[config.mk]
export PLATFORM = sky130hd
export DESIGN_NAME = design_1_flat
export DESIGN_NICKNAME = d
export VERILOG_FILES = /design/src/rtl/design_1_if.sv /design/src/rtl/design_1.sv /design/src/flat_wrapper.sv
export SDC_FILE = /design/constraint.sdc
export NUM_CORES = 1
export LEC_CHECK = 0
export CAP_MARGIN = 20
export CORE_MARGIN = 2
export CORE_UTILIZATION = 46
export CTS_CLUSTER_DIAMETER = 150
export DETAILED_ROUTE_END_ITERATION = 10
export PLACE_DENSITY = 0.79
export SLEW_MARGIN = 20
export SYNTH_ARGS = -nofsm -noshare
export SYNTH_HDL_FRONTEND = slang
export SYNTH_SLANG_ARGS = --single-unit
[constraint.sdc]
create_clock -name clk -period 2.2 [get_ports clk]
set_clock_uncertainty 0.15 [all_clocks]
set_input_delay 0.44 -clock clk [delete_from_list [all_inputs] [get_ports clk]]
set_output_delay 0.44 -clock clk [all_outputs]
set_load 0.005 [all_outputs]
[src/rtl/design_1_if.sv]
// Front-panel I/O bundle: switches and keys in, LED and seven-segment drive out.
// The board (or bench) takes the master side; the panel logic takes the slave side.
interface design_1_if;
   logic [9:0] switch;
   logic [1:0] key;
   logic [9:0] leds;
   logic [7:0] hex0;
   logic [7:0] hex1;
   logic [7:0] hex2;
   logic [7:0] hex3;
   logic [7:0] hex4;
   logic [7:0] hex5;

   modport master (
      output switch, key,
      input  leds, hex0, hex1, hex2, hex3, hex4, hex5
   );

   modport slave (
      input  switch, key,
      output leds, hex0, hex1, hex2, hex3, hex4, hex5
   );
endinterface

[src/rtl/design_1.sv]
// Front-panel controller: LEDs mirror the switches (key 0 inverts), displays show
// the switch value in hex or, while key 1 is held, a fixed birthday date.
module design_1 #(
   parameter logic [23:0] BIRTHDAY = 24'h041299,
   parameter logic [5:0]  BDAY_DP  = 6'b010100
) (
   input logic        clk,
   input logic        rst_n,
   design_1_if.slave  io
);

   logic [9:0]      swMeta;
   logic [9:0]      swSync;
   logic [1:0]      keyMeta;
   logic [1:0]      keySync;
   logic [9:0]      ledsReg;
   logic [5:0][7:0] hexReg;
   logic [5:0][7:0] hexNext;

   // Active-low seven-segment glyph for one nibble, decimal point off.
   function automatic logic [7:0] glyph(input logic [3:0] nib);
      logic [7:0] seg;
      case (nib)
         4'h0:    seg = 8'hC0;
         4'h1:    seg = 8'hF9;
         4'h2:    seg = 8'hA4;
         4'h3:    seg = 8'hB0;
         4'h4:    seg = 8'h99;
         4'h5:    seg = 8'h92;
         4'h6:    seg = 8'h82;
         4'h7:    seg = 8'hF8;
         4'h8:    seg = 8'h80;
         4'h9:    seg = 8'h90;
         4'hA:    seg = 8'h88;
         4'hB:    seg = 8'h83;
         4'hC:    seg = 8'hC6;
         4'hD:    seg = 8'hA1;
         4'hE:    seg = 8'h86;
         default: seg = 8'h8E;
      endcase
      return seg;
   endfunction

   // Two-flop synchronizers; switches and keys are both asynchronous to clk.
   always_ff @(posedge clk or negedge rst_n) begin
      if (!rst_n) begin
         swMeta  <= '0;
         swSync  <= '0;
         keyMeta <= '0;
         keySync <= '0;
      end else begin
         swMeta  <= io.switch;
         swSync  <= swMeta;
         keyMeta <= io.key;
         keySync <= keyMeta;
      end
   end

   // Display content selection; key 1 swaps in the birthday with its dots lit.
   always_comb begin
      hexNext = {6{8'hFF}};
      if (keySync[1]) begin
         for (int i = 0; i < 6; i++) begin
            hexNext[i] = glyph(BIRTHDAY[4*i +: 4]);
            if (BDAY_DP[i]) begin
               hexNext[i][7] = 1'b0;
            end
         end
      end else begin
         hexNext[0] = glyph(swSync[3:0]);
         hexNext[1] = glyph(swSync[7:4]);
         hexNext[2] = glyph({2'b00, swSync[9:8]});
      end
   end

   // Registered outputs keep the panel drive glitch-free.
   always_ff @(posedge clk or negedge rst_n) begin
      if (!rst_n) begin
         ledsReg <= '0;
         hexReg  <= {6{8'hFF}};
      end else begin
         ledsReg <= swSync ^ {10{keySync[0]}};
         hexReg  <= hexNext;
      end
   end

   assign io.leds = ledsReg;
   assign io.hex0 = hexReg[0];
   assign io.hex1 = hexReg[1];
   assign io.hex2 = hexReg[2];
   assign io.hex3 = hexReg[3];
   assign io.hex4 = hexReg[4];
   assign io.hex5 = hexReg[5];

endmodule

[src/flat_wrapper.sv]
// flat-port wrapper written by rule: the top's interface ports become plain ports
module design_1_flat 
#(
   parameter logic [23:0] BIRTHDAY = 24'h041299,
   parameter logic [5:0]  BDAY_DP  = 6'b010100
)
  (clk, rst_n, io_switch, io_key, io_leds, io_hex0, io_hex1, io_hex2, io_hex3, io_hex4, io_hex5);
  design_1_if io_i ();
  input logic clk;
  input logic rst_n;
  input wire logic [$bits(io_i.switch)-1:0] io_switch;
  input wire logic [$bits(io_i.key)-1:0] io_key;
  output wire logic [$bits(io_i.leds)-1:0] io_leds;
  output wire logic [$bits(io_i.hex0)-1:0] io_hex0;
  output wire logic [$bits(io_i.hex1)-1:0] io_hex1;
  output wire logic [$bits(io_i.hex2)-1:0] io_hex2;
  output wire logic [$bits(io_i.hex3)-1:0] io_hex3;
  output wire logic [$bits(io_i.hex4)-1:0] io_hex4;
  output wire logic [$bits(io_i.hex5)-1:0] io_hex5;
  assign io_i.switch = io_switch;
  assign io_i.key = io_key;
  assign io_leds = io_i.leds;
  assign io_hex0 = io_i.hex0;
  assign io_hex1 = io_i.hex1;
  assign io_hex2 = io_i.hex2;
  assign io_hex3 = io_i.hex3;
  assign io_hex4 = io_i.hex4;
  assign io_hex5 = io_i.hex5;
  design_1 #(.BIRTHDAY(BIRTHDAY), .BDAY_DP(BDAY_DP)) u_core (.clk(clk), .rst_n(rst_n), .io(io_i));
endmodule
# After elaboration in Yosys (flattened, before gate mapping)
# Memories as Yosys holds them, arrays and structs flattened.
# Cells that the tools add are included.
# classes
eq_ne	3
mux	3
n_bitwise	1
n_reduce_logical	1
# ops
op	count
one-hot mux 8 bit (4 select lines)	1
2-to-1 mux 24 bit	1
2-to-1 mux 22 bit	1
bitwise XOR 10 bit	1
== test 2 bit, second input constant	2
== test 2 x 1 -> 1 bit, second input constant	1
zero test 2 bit	1
# totals
regBits	81
mem_bits_ro	224
in_bits	14
out_inout_bits	58
n_memories	2
# mem_list
memory	words	word_bits	read_ports	rd_clocked_by_memory_dff	write_ports	line	text
(no name shown)	16	7	1	0	0	design_1.sv:23	case (nib)
(no name shown)	16	7	1	0	0	design_1.sv:23	

# Depth between registers and ports, before layout
# Gate-level depths: netlist (run 1).
# depth
word_depth	3
mapped_depth	5
ltp_nobuf	5

# Least setup slack after synthesis (run 1)
# OpenSTA, ideal clock, no wires.
# synth_timing
kind	reg2reg
from	register u_core.swSync[0]
to	register u_core.hexReg, in the netlist u_core.io.hex0[3]
setup_time_ns	0.078
arrival_time_ns	1.400
required_time_ns	1.972
setup_slack_ns	0.573
path_stages_with_launch	6
n_path_buf	0
cell_sequence	dfrtp_1 > inv_1 > ha_1 > inv_1 > mux4_2 > and2_1
# synth_rtl
element	line	text
start, declared	design_1.sv:13	logic [9:0] swSync;
start signal, assigned	design_1.sv:53	swSync <= swMeta;
end signal, assigned	design_1.sv:80	hexReg <= {6{8'hFF}};
end signal, assigned	design_1.sv:83	hexReg <= hexNext;
end, declared	design_1.sv:17	logic [5:0][7:0] hexReg;

==> flow_metrics.tcl, run 1 <==
set metrics [dict create \
    crit_family "flip-flops" \
    powerDensity_mw_per_mm2 665 \
    io_pins 72 \
    critPathLaunch "u_core.io.hex5[4]" \
    clock_latency_ps 300 \
    hold_depth 0 \
    hold_violations 0 \
    post-cts-setup-buffers 0 \
    tritoncts "done" \
    rsz0062_at_grt "no" \
    fin_util_pct 60.4 \
    syn_area_mm2 0.00228 \
    track_usage_pct 12.6 \
    cts_made_buffers 5 \
    yosysSeqAreaShare_pct 61.4 \
    clkSlewWorstSetupHoldPaths_ps 90 \
    period_share_pct 94.4 \
    maxSlewViolCount 0 \
    placedCellCount 280 \
    dieArea_mm2 0.00554 \
    dr.pass1.iters 4 \
    period_needed_ps 2080 \
    clkSinkCount 55 \
    synth.top_cells.by_area "dfrtp_1 (37%), dfstp_2 (24%), buf_4 (9.5%), ha_1 (6.6%), xor2_1 (3.8%)" \
    worstSetupPathDepth 1 \
    place_ws_ps 427 \
    maxCapViolCount 0 \
    max_freq_mhz 481 \
    initial_core_util_pct 48.0 \
    setup_viol 0 \
    core_mm2 0.00475 \
    cp.arrival_ps 1490 \
    syn_inst 175 \
    cts-hold-fix-buffers 1 \
    ir_drop_mv 0.343 \
    relSlewSlack_pct 63.0 \
    cts_resized 0 \
    slowest_stage "dfstp_2" \
    first_global_vias 1112 \
    grt-ovfl-total 0 \
    place_hpwl_um 2220 \
    fin_ws_ps 123 \
    grt_pass1_wl_um 5160 \
    timing.hold.ws_ps 205 \
    place_congestion 0.862 \
    cts-htree-levels 2 \
    n_antenna_cell 0 \
    cts.root.buffer_cell "clkbuf_8" \
    wl_per_cell_um 11.3 \
    die_w_um 74.5 \
    yosysTopAreaCell "dfrtp_1" \
    drive_gt1_share_pct 16.7 \
    synthToLayoutAreaGrowth_pct 25.8 \
    vias 1236 \
    fp.dieH_um 74.5 \
    critPathLaunchType "flop" \
    wl_um 3270 \
    instances_no_fill 289 \
    port_buffers 58 \
    synth_seq_cells 55 \
    cts_max_path_buffers 2 \
    grt_max_degree 56 \
    drc_errors 0 \
    hp-class "flop to flop" \
    viasPerCell 4.28 \
    cp_cell_sequence "clkdlybuf4s50_1" \
    avgSynthCellArea_um2 13.0 \
    r2r-start "u_core.swSync[4]" \
    drt_iter0_drc 74 \
    yosysUniqueCellTypes 27 \
    cp-end-kind "primary output" \
    num_rows 25 \
    worst_slew_pin_slew_ps 555 \
    leakage_nw 1.24 \
    worstHoldStart "u_core.swMeta[2]" \
    critPathMaxFanout 14 \
    crit_buf_inv 1 \
    status "complete, no violations" \
    postRouteAntennaNets 0 \
    synth_top_area_share_pct 37.3 \
    yosys_warnings 0 \
    fin_setup_tns_ps 0 \
    max_stage_delay_ps 650 \
    cp_data_required_time_ps 1610 \
    reg2regPathDepth 5 \
    nNetsFinal 247 \
    antenna_found_initial 0 \
    crit_type "flop to primary output" \
]
per-layer routing:
metal	routed length [um]	GRT usage, %	vias up
li1	-	-	607
met1	1340	14.8	571
met2	1600	20.6	53
met3	265	4.61	5
met4	64	5.95	0
met5	0	0	-
synthesized netlist by cell type (all sizes together):
cell type	instances
a31oi	2
xor2	10
and2	4
nor3	3
clkbuf	2
buf	31
nor2b	3
dfstp	21
nor3b	1
xnor2	1
mux4	2
a22oi	2
nor2	11
and2b	2
a21oi	8
nand2	1
o21ai	5
inv	7
nand3b	4
ha	12
dfrtp	34
mux2	4
conb	2
mux2i	2
or3	1
path summary, 6_finish.rpt:
path                       slack (ps)           endpoint
setup / recovery                  120         io_hex5[0]
hold reg to reg                   210   u_core.swSync[2]
max in group asynchronous        1090  u_core.io.hex1[5]
min in group asynchronous         530  u_core.io.leds[1]
hold / removal                    210   u_core.swSync[2]
setup reg to reg                  460  u_core.io.hex1[3]
cell families (layout without fill, tap and decap cells):
group                      Yosys count  count (layout)  share of synthesized area (%)
DFF                                 55              55                           61.4
buffers and inverters               40              75                           11.5
and+or+nand+nor                     30              30                           7.12
AOI/OAI and AO/OA                   17              17                           4.05
adders and majority gates           12              12                           6.58
xor gates and xnor gates            11              11                           4.22
muxes                                8               8                           4.82
other                                2              14                          0.329
worst reg2reg max path: cells and delay by family (launching register included):
kind / cells / cell delay, ps
adders and majority gates: 1 / 320
DFF: 1 / 460
and+or+nand+nor: 1 / 160
buffers and inverters: 2 / 160
muxes: 1 / 430
cell type report:
cell class / instances / area, um2
Inverter: 7 / 26.3
Timing Repair Buffer: 60 / 606
Sequential cell: 55 / 1400
Tap cell: 67 / 83.8
Multi-Input combinational cell: 92 / 664
Clock inverter: 3 / 20.0
Clock buffer: 5 / 68.8
Fill cell: 403 / 1880
registers in the layout, summed over array words and instances, names as in the netlist, 2 cells and up:
register        cells
u_core.io.leds     10
u_core.swMeta      10
u_core.swSync      10
u_core.io.hex0      7
u_core.io.hex1      7
u_core.io.hex2      6
u_core.keyMeta      2
u_core.keySync      2
power by group:
part / total, mW / internal (mW) / switching [mW]
logic: 0.247 / 0.157 / 0.0893
clock network: 0.528 / 0.222 / 0.306
registers: 1.13 / 1.09 / 0.0460
metrics by stage:
step | power, mW | area [um2]
after global routing | 2.01 | 2870
after global placement | 1.40 | 2770
after detailed placement | 1.40 | 2770
after CTS | 1.94 | 2870
final | 1.91 | 2870
after floorplan | 1.27 | 2330
cell usage in the layout (no fill, tap or decap):
cell type        Yosys  routed
o21ai_1              1       1
and2_1               4       4
inv_1                7       7
dfstp_2             21      21
ha_1                12      12
a22oi_1              2       2
or3_1                1       1
dfrtp_1             34      34
and2b_1              2       2
nor2_1              11      11
conb_1               2      14
nor3b_1              1       1
clkbuf_8             0       5
clkinvlp_4           0       2
clkinv_2             0       1
nand3b_1             4       4
buf_2                2       1
xnor2_1              1       1
buf_12               0       1
nor3_1               3       3
xor2_1              10      10
a31oi_1              2       2
a21oi_1              8       8
clkdlybuf4s50_1      0      57
mux2_2               4       4
dlygate4sd3_1        0       1
o21ai_0              4       4
mux2i_1              2       2
nor2b_1              3       3
nand2_1              1       1
mux4_2               2       2
Power figures use the tool's default switching activity.
==> inputs of run 2 (changes only) <==
HOLD_SLACK_MARGIN = 0.03   (was default)
==> results of run 2 <==
Final layout, timing and power as in run 1 (identical DEF).
